<file path="src/rtl/simple_bus_initiator.sv">
// Single-outstanding initiator for the sel/we/ready peripheral bus: takes one command,
// holds bus_sel until the peripheral strobes ready or the timer expires, then returns a response.
module simple_bus_initiator #(
   parameter int ADDR_W  = 32,
   parameter int TIMEOUT = 64
) (
   input  logic              clk,
   input  logic              reset,
   input  logic              cmd_valid,
   output logic              cmd_ready,
   input  logic              cmd_we,
   input  logic [ADDR_W-1:0] cmd_addr,
   input  logic [31:0]       cmd_wdata,
   output logic              rsp_valid,
   input  logic              rsp_ready,
   output logic [31:0]       rsp_rdata,
   output logic              rsp_err,
   output logic              bus_sel,
   output logic              bus_we,
   output logic [ADDR_W-1:0] bus_addr,
   output logic [31:0]       bus_wdata,
   input  logic              bus_ready,
   input  logic [31:0]       bus_rdata
);

   localparam int TIMER_W = (TIMEOUT > 1) ? $clog2(TIMEOUT) : 1;
   localparam logic [TIMER_W-1:0] TIMER_LAST = TIMER_W'(TIMEOUT - 1);

   typedef enum logic [1:0] {
      ST_IDLE,
      ST_BUS,
      ST_RESP
   } state_t;

   state_t              state_reg;
   logic [TIMER_W-1:0]  timer_reg;
   logic                bus_sel_reg;
   logic                bus_we_reg;
   logic [ADDR_W-1:0]   bus_addr_reg;
   logic [31:0]         bus_wdata_reg;
   logic                rsp_valid_reg;
   logic [31:0]         rsp_rdata_reg;
   logic                rsp_err_reg;

   // The only combinational output: accept is blocked while reset is asserted.
   assign cmd_ready = (state_reg == ST_IDLE) && !reset;

   assign bus_sel   = bus_sel_reg;
   assign bus_we    = bus_we_reg;
   assign bus_addr  = bus_addr_reg;
   assign bus_wdata = bus_wdata_reg;
   assign rsp_valid = rsp_valid_reg;
   assign rsp_rdata = rsp_rdata_reg;
   assign rsp_err   = rsp_err_reg;

   always_ff @(posedge clk) begin
      if (reset) begin
         state_reg     <= ST_IDLE;
         timer_reg     <= '0;
         bus_sel_reg   <= 1'b0;
         bus_we_reg    <= 1'b0;
         bus_addr_reg  <= '0;
         bus_wdata_reg <= '0;
         rsp_valid_reg <= 1'b0;
         rsp_rdata_reg <= '0;
         rsp_err_reg   <= 1'b0;
      end else begin
         case (state_reg)
            ST_IDLE: begin
               if (cmd_valid) begin
                  bus_sel_reg   <= 1'b1;
                  bus_we_reg    <= cmd_we;
                  bus_addr_reg  <= cmd_addr;
                  bus_wdata_reg <= cmd_wdata;
                  timer_reg     <= '0;
                  state_reg     <= ST_BUS;
               end
            end
            ST_BUS: begin
               // Ready is checked before the timer so a strobe on the expiry cycle completes normally.
               if (bus_ready) begin
                  rsp_rdata_reg <= bus_we_reg ? 32'd0 : bus_rdata;
                  rsp_err_reg   <= 1'b0;
                  rsp_valid_reg <= 1'b1;
                  bus_sel_reg   <= 1'b0;
                  bus_we_reg    <= 1'b0;
                  state_reg     <= ST_RESP;
               end else if (timer_reg == TIMER_LAST) begin
                  rsp_rdata_reg <= 32'd0;
                  rsp_err_reg   <= 1'b1;
                  rsp_valid_reg <= 1'b1;
                  bus_sel_reg   <= 1'b0;
                  bus_we_reg    <= 1'b0;
                  state_reg     <= ST_RESP;
               end else begin
                  timer_reg <= timer_reg + 1'b1;
               end
            end
            ST_RESP: begin
               if (rsp_ready) begin
                  rsp_valid_reg <= 1'b0;
                  state_reg     <= ST_IDLE;
               end
            end
            default: begin
               state_reg <= ST_IDLE;
            end
         endcase
      end
   end

endmodule

</file>
<file path="config.mk">
export PLATFORM = sky130hd
export DESIGN_NAME = simple_bus_initiator
export DESIGN_NICKNAME = d
export VERILOG_FILES = /design/src/rtl/simple_bus_initiator.sv
export SDC_FILE = /design/constraint.sdc
export NUM_CORES = 1
export LEC_CHECK = 0
export BUFFER_PORTS_ARGS = -buffer_cell sky130_fd_sc_hd__buf_2
export CORE_MARGIN = 2
export CORE_UTILIZATION = 43
export CTS_BUF_LIST = sky130_fd_sc_hd__clkbuf_4
export CTS_CLUSTER_DIAMETER = 200
export DETAILED_ROUTE_END_ITERATION = 8
export PLACE_DENSITY = 0.76
export SETUP_SLACK_MARGIN = 0.02
export SLEW_MARGIN = 30
export SYNTH_ARGS = -nofsm -noshare
export SYNTH_HDL_FRONTEND = slang
export SYNTH_SLANG_ARGS = --single-unit
</file>
<file path="constraint.sdc">
create_clock -name clk -period 2.2 [get_ports clk]
set_clock_uncertainty 0.05 [all_clocks]
set_input_delay 0.44 -clock clk [delete_from_list [all_inputs] [get_ports clk]]
set_output_delay 0.44 -clock clk [all_outputs]
set_load 0.005 [all_outputs]
</file>
After elaboration in Yosys (flattened, before gate mapping)
Cells that the tools add are included.
{ "word_totals": {"ff_bits": 108, "input_bits": 102, "wordCells": 53, "out_inout_bits": 101} }
{ "op_classes": {"n_addsub": 1, "reduce_logical": 12, "muxes": 23, "n_eq_ne": 8} }
{ "op_table": {"columns": ["cell", "n"], "rows": [
  ["$mux 32", 3],
  ["$mux 6", 3],
  ["$pmux 6 s2", 1],
  ["$reduce_and 3->1", 3],
  ["$mux 1", 8],
  ["$mux 2", 4],
  ["$ne 2x2->1 const B", 4],
  ["$add 6x1->6 const B", 1],
  ["$eq 6x6->1 const B", 1],
  ["$pmux 1 s2", 3],
  ["$pmux 2 s3", 1],
  ["$reduce_bool 2->1", 3],
  ["$reduce_and 2->1", 2],
  ["$reduce_and 4->1", 1],
  ["$ne 3x3->1 const B", 1],
  ["$eq 2x1->1 const B", 1],
  ["$eq 2x2->1 const B", 1],
  ["$logic_not 2->1", 1],
  ["$logic_and 1x1->1", 1],
  ["$logic_not 1->1", 1]
]} }

Depth between registers and ports, before layout
Gate-level depths: netlist of the first run.
{ "logic_depth": {"ltp_word": 4, "mapped_depth": 7, "ltp_nobuf": 5} }

Worst setup path after synthesis of the first run
No wires, ideal clock.
{ "synth_timing": {"path_kind": "reg-to-reg", "from": "register timer_reg[0]", "to": "register rsp_rdata_reg[10] (netlist: rsp_rdata[10])", "synth_period_minus_slack_ns": 1.615, "n_path_buf": 1, "t_arrival_ns": 1.506, "setup_ns": 0.060, "path_stages_with_launch": 7, "t_required_ns": 2.090, "slack_ns": 0.585, "cell_sequence": "dfxtp_1 > ha_1 > and3_1 > and4_1 > nor2_1 > buf_2 > a22o_1"} }
{ "synth_between": {"elab_chain_cells": 3} }
{ "synth_lines": {"columns": ["item", "line", "text"], "rows": [
  ["from (decl)", "36", "logic [TIMER_W-1:0] timer_reg;"],
  ["from (signal assigned)", "96", "timer_reg <= timer_reg + 1'b1;"],
  ["$eq 6x6->1", "88", "end else if (timer_reg == TIMER_LAST) begin"],
  ["$reduce_bool 2->1 (no line)", null, null],
  ["$reduce_and 2->1 (no line)", null, null],
  ["to (signal assigned)", "82", "rsp_rdata_reg <= bus_we_reg ? 32'd0 : bus_rdata;"],
  ["to (decl)", "42", "logic [31:0] rsp_rdata_reg;"]
]} }
Every way passes these cells.
A chain may end at the register's enable or synchronous reset.

Final worst setup path of the first run
{ "layout_timing": {"from": "register state_reg[1]", "to": "output cmd_ready"} }
{ "layout_between": {"elab_chain_cells": 2} }
{ "layout_lines": {"columns": ["item", "line", "text"], "rows": [
  ["from (decl)", "35", "state_t state_reg;"],
  ["from (signal assigned)", "58", "state_reg <= ST_IDLE;"],
  ["from (signal assigned)", "76", "state_reg <= ST_BUS;"],
  ["from (signal assigned)", "87", "state_reg <= ST_RESP;"],
  ["$logic_not 2->1", "46", "assign cmd_ready = (state_reg == ST_IDLE) && !reset;"],
  ["$logic_and 1x1->1", "46", null],
  ["to (decl)", "10", "output logic cmd_ready,"]
]} }
Every way passes these cells.

==> flow_metrics.tcl, run 1 <==
set metrics [dict create \
    status "complete, no violations" \
    ctsResizeCount 0 \
    antenna_left 0 \
    synth.distinct_cells 36 \
    grt_pass1_wl_mm 15.9 \
    cts_sinks 108 \
    crit_path_end "cmd_ready" \
    grt-ovfl-total 0 \
    period_minus_slack_ns 1.87 \
    final_cell_area_sq_um 5010 \
    crit_chain "buf_4 > nor3_1 > buf_2" \
    synth_top_area_frac 0.576 \
    coreArea_sq_um 8590 \
    yosysMostFrequentCell "nand2_1" \
    relSlewSlack 0.595 \
    finalHoldViolations 0 \
    hold_class "in -> reg" \
    fin_util 0.583 \
    cts_tree "built" \
    dieWidth_microns 97.4 \
    avgSynthCellArea_sq_um 8.81 \
    cp-start-kind "flop" \
    seq_area_frac_synth 0.576 \
    crit_type "reg -> out" \
    max_stage_delay_ns 0.39 \
    grt_max_degree 61 \
    place_area_sq_um 4860 \
    wl_per_cell_microns 13.1 \
    cts.path.max_buffers 2 \
    crit_path_start "state_reg[1]$_SDFFE_PP0P_" \
    critPathArrivalTime_ns 1.38 \
    critPathRequiredTime_ns 1.71 \
    initial_core_util 0.437 \
    power_per_cell_area_nw_per_um2 732 \
    drive_gt1_frac 0.375 \
    firstDrtPassIters 4 \
    cts-buffers-inserted 9 \
    setup.worst_path.end_class "output port" \
    rsz0062_at_grt "false" \
    cap_violations 0 \
    wl_mm 9.54 \
    area_delta_synth_final_pct 33.4 \
    clock_latency_ns 0.43 \
    ff2ff_path_depth 6 \
    io_pins 203 \
    synth.cell_area_sq_um 3750 \
    setup_viol 0 \
    antenna_found_initial 0 \
    track_usage 0.200 \
    tightest_slew_ns 0.607 \
    die-area_sq_um 9500 \
    ir_drop_uv 386 \
    synthTopCellsByCount "nand2_1, dfxtp_1, a21oi_1" \
    leakage_nw 2.42 \
    globalplace.congestion 0.817 \
    final_nets 719 \
    synthFlopType "dfxtp_1" \
    antenna_cells 0 \
    crit_path_max_fanout 14 \
    cts_hold_buffers 0 \
    async_flop_share 0 \
    fp.dieH_microns 97.4 \
    rows 34 \
    port_buffers 202 \
    yosysWarnings 0 \
    dpl.hpwl_mm 6.84 \
    dr.first_iter.drc_count 189 \
    path_clk_slew_ns 0.18 \
    num_vias 3640 \
    synth_seq_cells 108 \
    viasPerCell 4.99 \
    drc 0 \
    r2r-start "timer_reg[0]$_SDFFE_PP0P_" \
    synth_edf_count 0 \
    setup_tns_ns 0 \
    finalPower_mw 3.67 \
    syn-num-nets 529 \
    synth_top_area_cell "dfxtp_1" \
    min_period_over_period 0.851 \
    htreeDepth 3 \
    rrSetupSlack_ns 0.36 \
    slowest_stage "dfxtp_1" \
    slew_viol_final 0 \
    maxClockFrequency_mhz 534 \
    syn-instance-count 426 \
    post_cts_buffers 0 \
    regToRegEndpoint "rsp_rdata[28]$_SDFFE_PP0P_" \
    ys_top_cells_by_area "dfxtp_1, nand2_1, a21oi_1" \
    root_buffer "clkbuf_4" \
    grt_pass1_vias 3427 \
]
==> power breakdown <==
part | internal [mW] | switching [mW] | leakage [nW]
Sequential | 2.07 | 0.0542 | 0.883
Combinational | 0.232 | 0.270 | 1.45
Clock | 0.366 | 0.678 | 0.0828
==> layout by cell type, fill, tap and decap left out, types with 2 or more instances in the layout <==
cell	instances
inv_6	2
buf_4	8
clkbuf_4	9
nand3_1	3
nor2_1	8
clkinv_4	2
a21oi_1	72
a22o_1	32
and3_1	2
or4_1	2
nand2_1	133
o21ai_0	2
a31oi_1	2
o41ai_1	3
nand2b_1	2
o31ai_1	3
dfxtp_1	108
buf_2	202
nand3b_1	2
==> routing by layer <==
metal | global-route usage | up-vias | share of wire
li1 | - | 1826 | -
met1 | 0.246 | 1658 | 0.43
met2 | 0.338 | 146 | 0.47
met3 | 0.0734 | 10 | 0.085
met4 | 0.0459 | 0 | 0.012
met5 | 0 | - | 0
==> worst max-delay path, delay by kind of cell (launching register included) <==
family	cells	cell delay, ns
buffers and inverters	2	0.36
flip-flops	1	0.39
AND/OR/NAND/NOR	1	0.21
==> stage by stage <==
step	std cells	setup WS (ns)	hold slack, ns
2_1_floorplan	426	0.585	0.403
3_3_place_gp	713	0.482	0.388
3_5_place_dp	713	0.400	0.393
4_1_cts	729	0.278	0.105
5_1_grt	729	0.212	0.0963
6_report	729	0.329	0.136
==> cell families after synthesis <==
| family | Yosys count | synth area share |
|---|---|---|
| AO/OA/AOI/OAI | 120 | 0.202 |
| adder cells (fa/ha/maj) | 1 | 0.00333 |
| buffers and inverters | 34 | 0.0387 |
| flip-flops | 108 | 0.576 |
| AND/OR/NAND/NOR | 163 | 0.180 |
==> worst min path at each step <==
| stage | start | to | cells after the start |
|---|---|---|---|
| global placement | bus_addr[23]$_SDFFE_PP0P_ | bus_addr[23]$_SDFFE_PP0P_ | 2 |
| detailed placement | bus_addr[19]$_SDFFE_PP0P_ | bus_addr[19]$_SDFFE_PP0P_ | 2 |
| CTS | bus_rdata[7] | rsp_rdata[7]$_SDFFE_PP0P_ | 2 |
| global route | bus_rdata[2] | rsp_rdata[2]$_SDFFE_PP0P_ | 2 |
| finish | bus_rdata[7] | rsp_rdata[7]$_SDFFE_PP0P_ | 2 |
| floorplan | bus_addr[0]$_SDFFE_PP0P_ | bus_addr[0]$_SDFFE_PP0P_ | 2 |
==> cell type report <==
cell class | count | area [sq um]
clock buffer | 9 | 67.6
multi-input combinational | 284 | 1460
tap | 108 | 135
sequential | 108 | 2160
timing repair buffer | 211 | 1090
inverter | 2 | 7.51
clock inverter | 7 | 81.3
fill | 815 | 3590
Note: power is estimated with default switching activity, not from simulation.
==> inputs of run 2 (changes only) <==
--- a/config.mk
+++ b/config.mk
@@ -7,11 +7,11 @@
 export LEC_CHECK = 0
 export BUFFER_PORTS_ARGS = -buffer_cell sky130_fd_sc_hd__buf_2
 export CORE_MARGIN = 2
-export CORE_UTILIZATION = 43
+export CORE_UTILIZATION = 45
 export CTS_BUF_LIST = sky130_fd_sc_hd__clkbuf_4
 export CTS_CLUSTER_DIAMETER = 200
 export DETAILED_ROUTE_END_ITERATION = 8
-export PLACE_DENSITY = 0.76
+export PLACE_DENSITY = 0.79
 export SETUP_SLACK_MARGIN = 0.02
 export SLEW_MARGIN = 30
 export SYNTH_ARGS = -nofsm -noshare
==> run 2 against run 1 <==
Effect of this change:
- global-route usage barely moved
- power up 1.1%
- critical path type is now reg -> reg
- core utilization rose by 3.4 points
- largest power group unchanged
==> flow_metrics.tcl, run 2 (same netlist as run 1, synthesis figures left out) <==
set metrics [dict create \
    status "complete, no violations" \
    rrSetupSlack_ns 0.35 \
    fp.dieH_microns 95.3 \
    die-area_sq_um 9090 \
    final_cell_mix "buf_2, nand2_1, dfxtp_1" \
    initial_core_util 0.462 \
    crit_path_start "state_reg[0]$_SDFFE_PP0P_" \
    finalPower_mw 3.71 \
    drc 0 \
    antenna_found_initial 0 \
    root_buffer "clkbuf_4" \
    place_area_sq_um 4850 \
    rows 33 \
    grt_pass1_wl_mm 14.6 \
    rsz0062_at_grt "false" \
    viasPerCell 5.02 \
    wl_per_cell_microns 13.1 \
    coreArea_sq_um 8130 \
    cp-start-kind "flop" \
    grt_max_degree 53 \
    clock_latency_ns 0.43 \
    area_delta_synth_final_pct 33.5 \
    firstDrtPassIters 4 \
    final_common_cell "buf_2" \
    critPathRequiredTime_ns 2.49 \
    path_clk_slew_ns 0.17 \
    antenna_left 0 \
    ff2ff_path_depth 5 \
    port_buffers 202 \
    dieWidth_microns 95.3 \
    crit_type "reg -> reg" \
    dpl.hpwl_mm 6.88 \
    cts-buffers-inserted 9 \
    min_period_over_period 0.839 \
    crit_path_end "rsp_rdata[22]$_SDFFE_PP0P_" \
    io_pins 203 \
    num_vias 3644 \
    critPathArrivalTime_ns 2.13 \
    final_nets 719 \
    ir_drop_uv 333 \
    ctsResizeCount 0 \
    fin_util 0.616 \
    cts_hold_buffers 0 \
    relSlewSlack 0.634 \
    final_cell_area_sq_um 5010 \
    setup_viol 0 \
    grt-ovfl-total 0 \
    post_cts_buffers 0 \
    leakage_nw 2.41 \
    tightest_slew_ns 0.546 \
    finalHoldViolations 0 \
    drive_gt1_frac 0.372 \
    wl_mm 9.53 \
    regToRegEndpoint "rsp_rdata[22]$_SDFFE_PP0P_" \
    htreeDepth 3 \
    setup_tns_ns 0 \
    crit_path_max_fanout 32 \
    globalplace.congestion 0.855 \
    cts.path.max_buffers 2 \
    antenna_cells 0 \
    setup.worst_path.end_class "flop" \
    maxClockFrequency_mhz 542 \
    cap_violations 0 \
    track_usage 0.201 \
    grt_pass1_vias 3268 \
    period_minus_slack_ns 1.85 \
    cts_sinks 108 \
    power_per_cell_area_nw_per_um2 740 \
    r2r-start "state_reg[0]$_SDFFE_PP0P_" \
    cts_tree "built" \
    slew_viol_final 0 \
    hold_class "in -> reg" \
    dr.first_iter.drc_count 134 \
    n_fill_cell 719 \
]
run 2: report_power, final:
group	internal, mW	total, mW	switching [mW]
sequential	2.07	2.12	0.0581
clock	0.456	1.09	0.632
combinational	0.231	0.497	0.266
total	2.75	3.71	0.957
run 2: cell type report:
| cell class | instances | area [sq um] | area share |
|---|---|---|---|
| clock buffers | 9 | 67.6 | 0.0135 |
| multi-input cells | 284 | 1460 | 0.292 |
| inverters | 2 | 7.51 | 0.00150 |
| flip-flops and latches | 108 | 2160 | 0.431 |
| repair buffers | 211 | 1090 | 0.218 |
| well taps | 105 | 131 | 0.0262 |
| clock inverters | 7 | 91.3 | 0.0182 |
run 2: worst min path at each step:
stage                               startpoint                         end  cells past startpoint
floorplan             bus_addr[0]$_SDFFE_PP0P_    bus_addr[0]$_SDFFE_PP0P_                      2
global placement    bus_wdata[20]$_SDFFE_PP0P_  bus_wdata[20]$_SDFFE_PP0P_                      2
detailed placement    bus_addr[9]$_SDFFE_PP0P_    bus_addr[9]$_SDFFE_PP0P_                      2
CTS                               bus_rdata[6]   rsp_rdata[6]$_SDFFE_PP0P_                      2
global route                      bus_rdata[4]   rsp_rdata[4]$_SDFFE_PP0P_                      2
finish                            bus_rdata[4]   rsp_rdata[4]$_SDFFE_PP0P_                      2
run 2: layer usage:
metal	routed length (microns)	global-route usage	share of wire	up-vias
met5	0	0	0	-
met1	4060	0.230	0.43	1676
met2	4420	0.345	0.46	121
met4	159	0.0809	0.017	0
li1	-	-	-	1836
met3	895	0.0648	0.094	11
run 2: worst max-delay path, cell delays in order, from the launching register on:
cell and delay (ns):
dfxtp_1 0.59, nor2b_1 0.31, and4_1 0.27, nor2_2 0.05, buf_4 0.23, a22o_1 0.26
run 2: metrics by stage:
stage	worst slack, ns	instances	hold slack [ns]
6_report	0.354	726	0.133
5_1_grt	0.204	726	0.120
4_1_cts	0.357	726	0.115
3_5_place_dp	0.389	710	0.393
3_3_place_gp	0.463	710	0.389
2_1_floorplan	0.585	426	0.403
==> inputs of run 3 (changes only) <==
--- a/config.mk
+++ b/config.mk
@@ -5,13 +5,14 @@
 export SDC_FILE = /design/constraint.sdc
 export NUM_CORES = 1
 export LEC_CHECK = 0
+export ABC_AREA = 1
 export BUFFER_PORTS_ARGS = -buffer_cell sky130_fd_sc_hd__buf_2
 export CORE_MARGIN = 2
-export CORE_UTILIZATION = 45
+export CORE_UTILIZATION = 42
 export CTS_BUF_LIST = sky130_fd_sc_hd__clkbuf_4
 export CTS_CLUSTER_DIAMETER = 200
 export DETAILED_ROUTE_END_ITERATION = 8
-export PLACE_DENSITY = 0.79
+export PLACE_DENSITY = 0.77
 export SETUP_SLACK_MARGIN = 0.02
 export SLEW_MARGIN = 30
 export SYNTH_ARGS = -nofsm -noshare
==> constraint.sdc (replaced) <==
create_clock -name clk -period 1.6 [get_ports clk]
set_clock_uncertainty 0.05 [all_clocks]
set_input_delay 0.32 -clock clk [delete_from_list [all_inputs] [get_ports clk]]
set_output_delay 0.32 -clock clk [all_outputs]
set_load 0.005 [all_outputs]
==> run 3 against run 2 <==
Effect of this change:
- clock power increased by 14%
- via count up 11%
- synthesized cell count up 19%
- combinational power rose by 66%
- cell count increased by 14%
- area after synthesis up 5.6%
- non-clock buffer count rose by 12
- sequential share of layout area is 2.3 points lower
- sequential cell count unchanged
- sequential power rose by 40%
- global-route usage fell by 0.82 points
- core utilization decreased by 3.9 points
==> flow_metrics.tcl, run 3 <==
set metrics [dict create \
    status "complete, no violations" \
    place_area_sq_um 5060 \
    worstPathBufferInverterCount 2 \
    fp.dieH_microns 101 \
    avgSynthCellArea_sq_um 7.81 \
    wl_met1_mm 4.21 \
    leakage_nw 2.57 \
    grt_max_degree 38 \
    antenna_found_initial 0 \
    max_stage_delay_ns 0.36 \
    synthFlopType "dfxtp_1" \
    synth_seq_cells 108 \
    finalHoldViolations 0 \
    dpl.hpwl_mm 7.37 \
    synth_top_area_cell "dfxtp_1" \
    yosysMostFrequentCell "nor2_1" \
    tightest_slew_ns 0.311 \
    wl_per_cell_microns 12.5 \
    highest_layer "met4" \
    setup_tns_ns 0 \
    dr.first_iter.drc_count 92 \
    cp_top_family "flip-flops" \
    ir_drop_uv 496 \
    coreArea_sq_um 9200 \
    setup.worst_path.end_class "output port" \
    slowest_stage "dfxtp_2" \
    route.met3.wl_microns 772 \
    synth_edf_count 0 \
    die-area_sq_um 10200 \
    root_buffer "clkbuf_4" \
    async_flop_share 0 \
    crit_path_start "state_reg[1]$_SDFFE_PP0P_" \
    synth_top_area_frac 0.545 \
    grt_pass1_wl_mm 16.1 \
    cts.path.max_buffers 2 \
    crit_path_max_fanout 3 \
    dp_cells 801 \
    yosysWarnings 0 \
    min_from "bus_rdata[16]" \
    power_per_cell_area_nw_per_um2 949 \
    final_cells 825 \
    ys_top_cells_by_area "dfxtp_1, nor2_1, o21ai_0" \
    min_period_over_period 0.964 \
    path_clk_slew_ns 0.17 \
    clock_latency_ns 0.45 \
    num_vias 4058 \
    critPathArrivalTime_ns 1.17 \
    syn-num-nets 611 \
    final_cell_mix "buf_2, nor2_1, dfxtp_1" \
    setup_viol 0 \
    dieWidth_microns 101 \
    drive_gt1_frac 0.346 \
    maxClockFrequency_mhz 648 \
    crit_type "reg -> out" \
    grt-ovfl-total 0 \
    track_usage 0.193 \
    grt_pass1_vias 3614 \
    seq_area_frac_synth 0.545 \
    holdWs_ns 0.0346 \
    synth.cell_area_sq_um 3970 \
    globalplace.congestion 0.766 \
    critPathRequiredTime_ns 1.23 \
    drc 0 \
    relSlewSlack 0.793 \
    crit_chain "buf_6 > nor3_4 > buf_2" \
    port_buffers 202 \
    io_pins 203 \
    r2r-start "timer_reg[0]$_SDFFE_PP0P_" \
    syn-instance-count 508 \
    rows 35 \
    route.met2.wl_mm 5.16 \
    firstDrtPassIters 4 \
    cap_violations 0 \
    cp-start-kind "flop" \
    viasPerCell 4.92 \
    final_cell_area_sq_um 5310 \
    htreeDepth 3 \
    cts_tree "built" \
    cts-buffers-inserted 9 \
    area_delta_synth_final_pct 33.8 \
    period_minus_slack_ns 1.54 \
    synthTopCellsByCount "nor2_1, dfxtp_1, o21ai_0" \
    final_nets 811 \
    hold_class "in -> reg" \
    cts_sinks 108 \
    initial_core_util 0.431 \
    rsz0062_at_grt "true" \
    final_common_cell "buf_2" \
    slew_viol_final 0 \
    synth.distinct_cells 21 \
    antenna_left 0 \
    wl_mm 10.3 \
]
-- run 3: cell count changes in the layout (fill, tap and decap cells not counted), sizes merged, moves of 6 or more --
cell   previous run  this run
inv               2        16
o21ai             3        67
a22o             32         0
buf             211       217
nand2           134        58
nor2              9       139
nand3             3        45
a21oi            72        39
-- run 3: worst paths after layout --
kind | end | slack [ns] | cells after the start
worst max-delay path | cmd_ready | 0.06 | 3
worst min-delay path | rsp_rdata[16]$_SDFFE_PP0P_ | 0.03 | 3
worst min register to register | rsp_err$_SDFFE_PP0P_ | 0.41 | 2
worst max register to register | timer_reg[5]$_SDFFE_PP0P_ | 0.15 | 7
-- run 3: final cells by class --
cell class,instances,area [sq um]
Antenna cell,1,2.50
Tap cell,111,139
Sequential cell,108,2170
Inverter,14,52.6
Fill cell,861,3890
Timing Repair Buffer,223,1230
Clock inverter,7,50.0
Multi-Input combinational cell,352,1590
Clock buffer,9,67.6
-- run 3: cells by family (layout without fill, tap and decap cells) --
group	after synthesis	in the layout	synth area share
buffers and inverters	48	253	0.0603
other	0	1	0
AOI/OAI and AO/OA	106	106	0.134
DFF	108	108	0.545
xor gates and xnor gates	1	1	0.00221
adders and majority gates	1	1	0.00315
and+or+nand+nor	244	244	0.256
-- run 3: timing repair --
| action | 4_1_cts | 5_1_grt |
|---|---|---|
| cloned | 0 | 1 |
| gates resized for setup | 3 | 9 |
| pin swaps | 1 | 0 |
| endpoints found under the setup margin | 2 | 70 |
| buffers inserted | 1 | 0 |
| hold buffers | 0 | 5 |
| endpoints found under the hold margin | 0 | 5 |
-- run 3: where the power goes --
| group | total [mW] | internal [mW] | switching [mW] |
|---|---|---|---|
| sequential | 2.97 | 2.88 | 0.0933 |
| combinational | 0.824 | 0.384 | 0.440 |
| clock | 1.24 | 0.331 | 0.910 |
| total | 5.04 | 3.59 | 1.44 |
-- run 3: metrics by stage --
step / power [mW] / setup WS (ns) / util
after floorplan: 3.45 / 0.191 / -
after global placement: 3.81 / 0.0499 / 0.550
after detailed placement: 3.84 / 0.0107 / 0.550
after CTS: 5.09 / 0.0309 / 0.565
after global routing: 5.33 / 0.000994 / 0.577
final: 5.04 / 0.0578 / 0.577
-- run 3: routing by layer --
layer,up-vias,GRT usage
met5,-,0
met4,0,0.0759
met3,16,0.0538
met2,153,0.336
met1,1840,0.224
li1,2049,-
-- run 3: worst register-to-register path, delay by kind of cell, from the launching register on --
family	cells	cell delay, ns
flops	1	0.39
fa+ha+maj	1	0.21
simple gates	5	0.62
compound gates	1	0.13
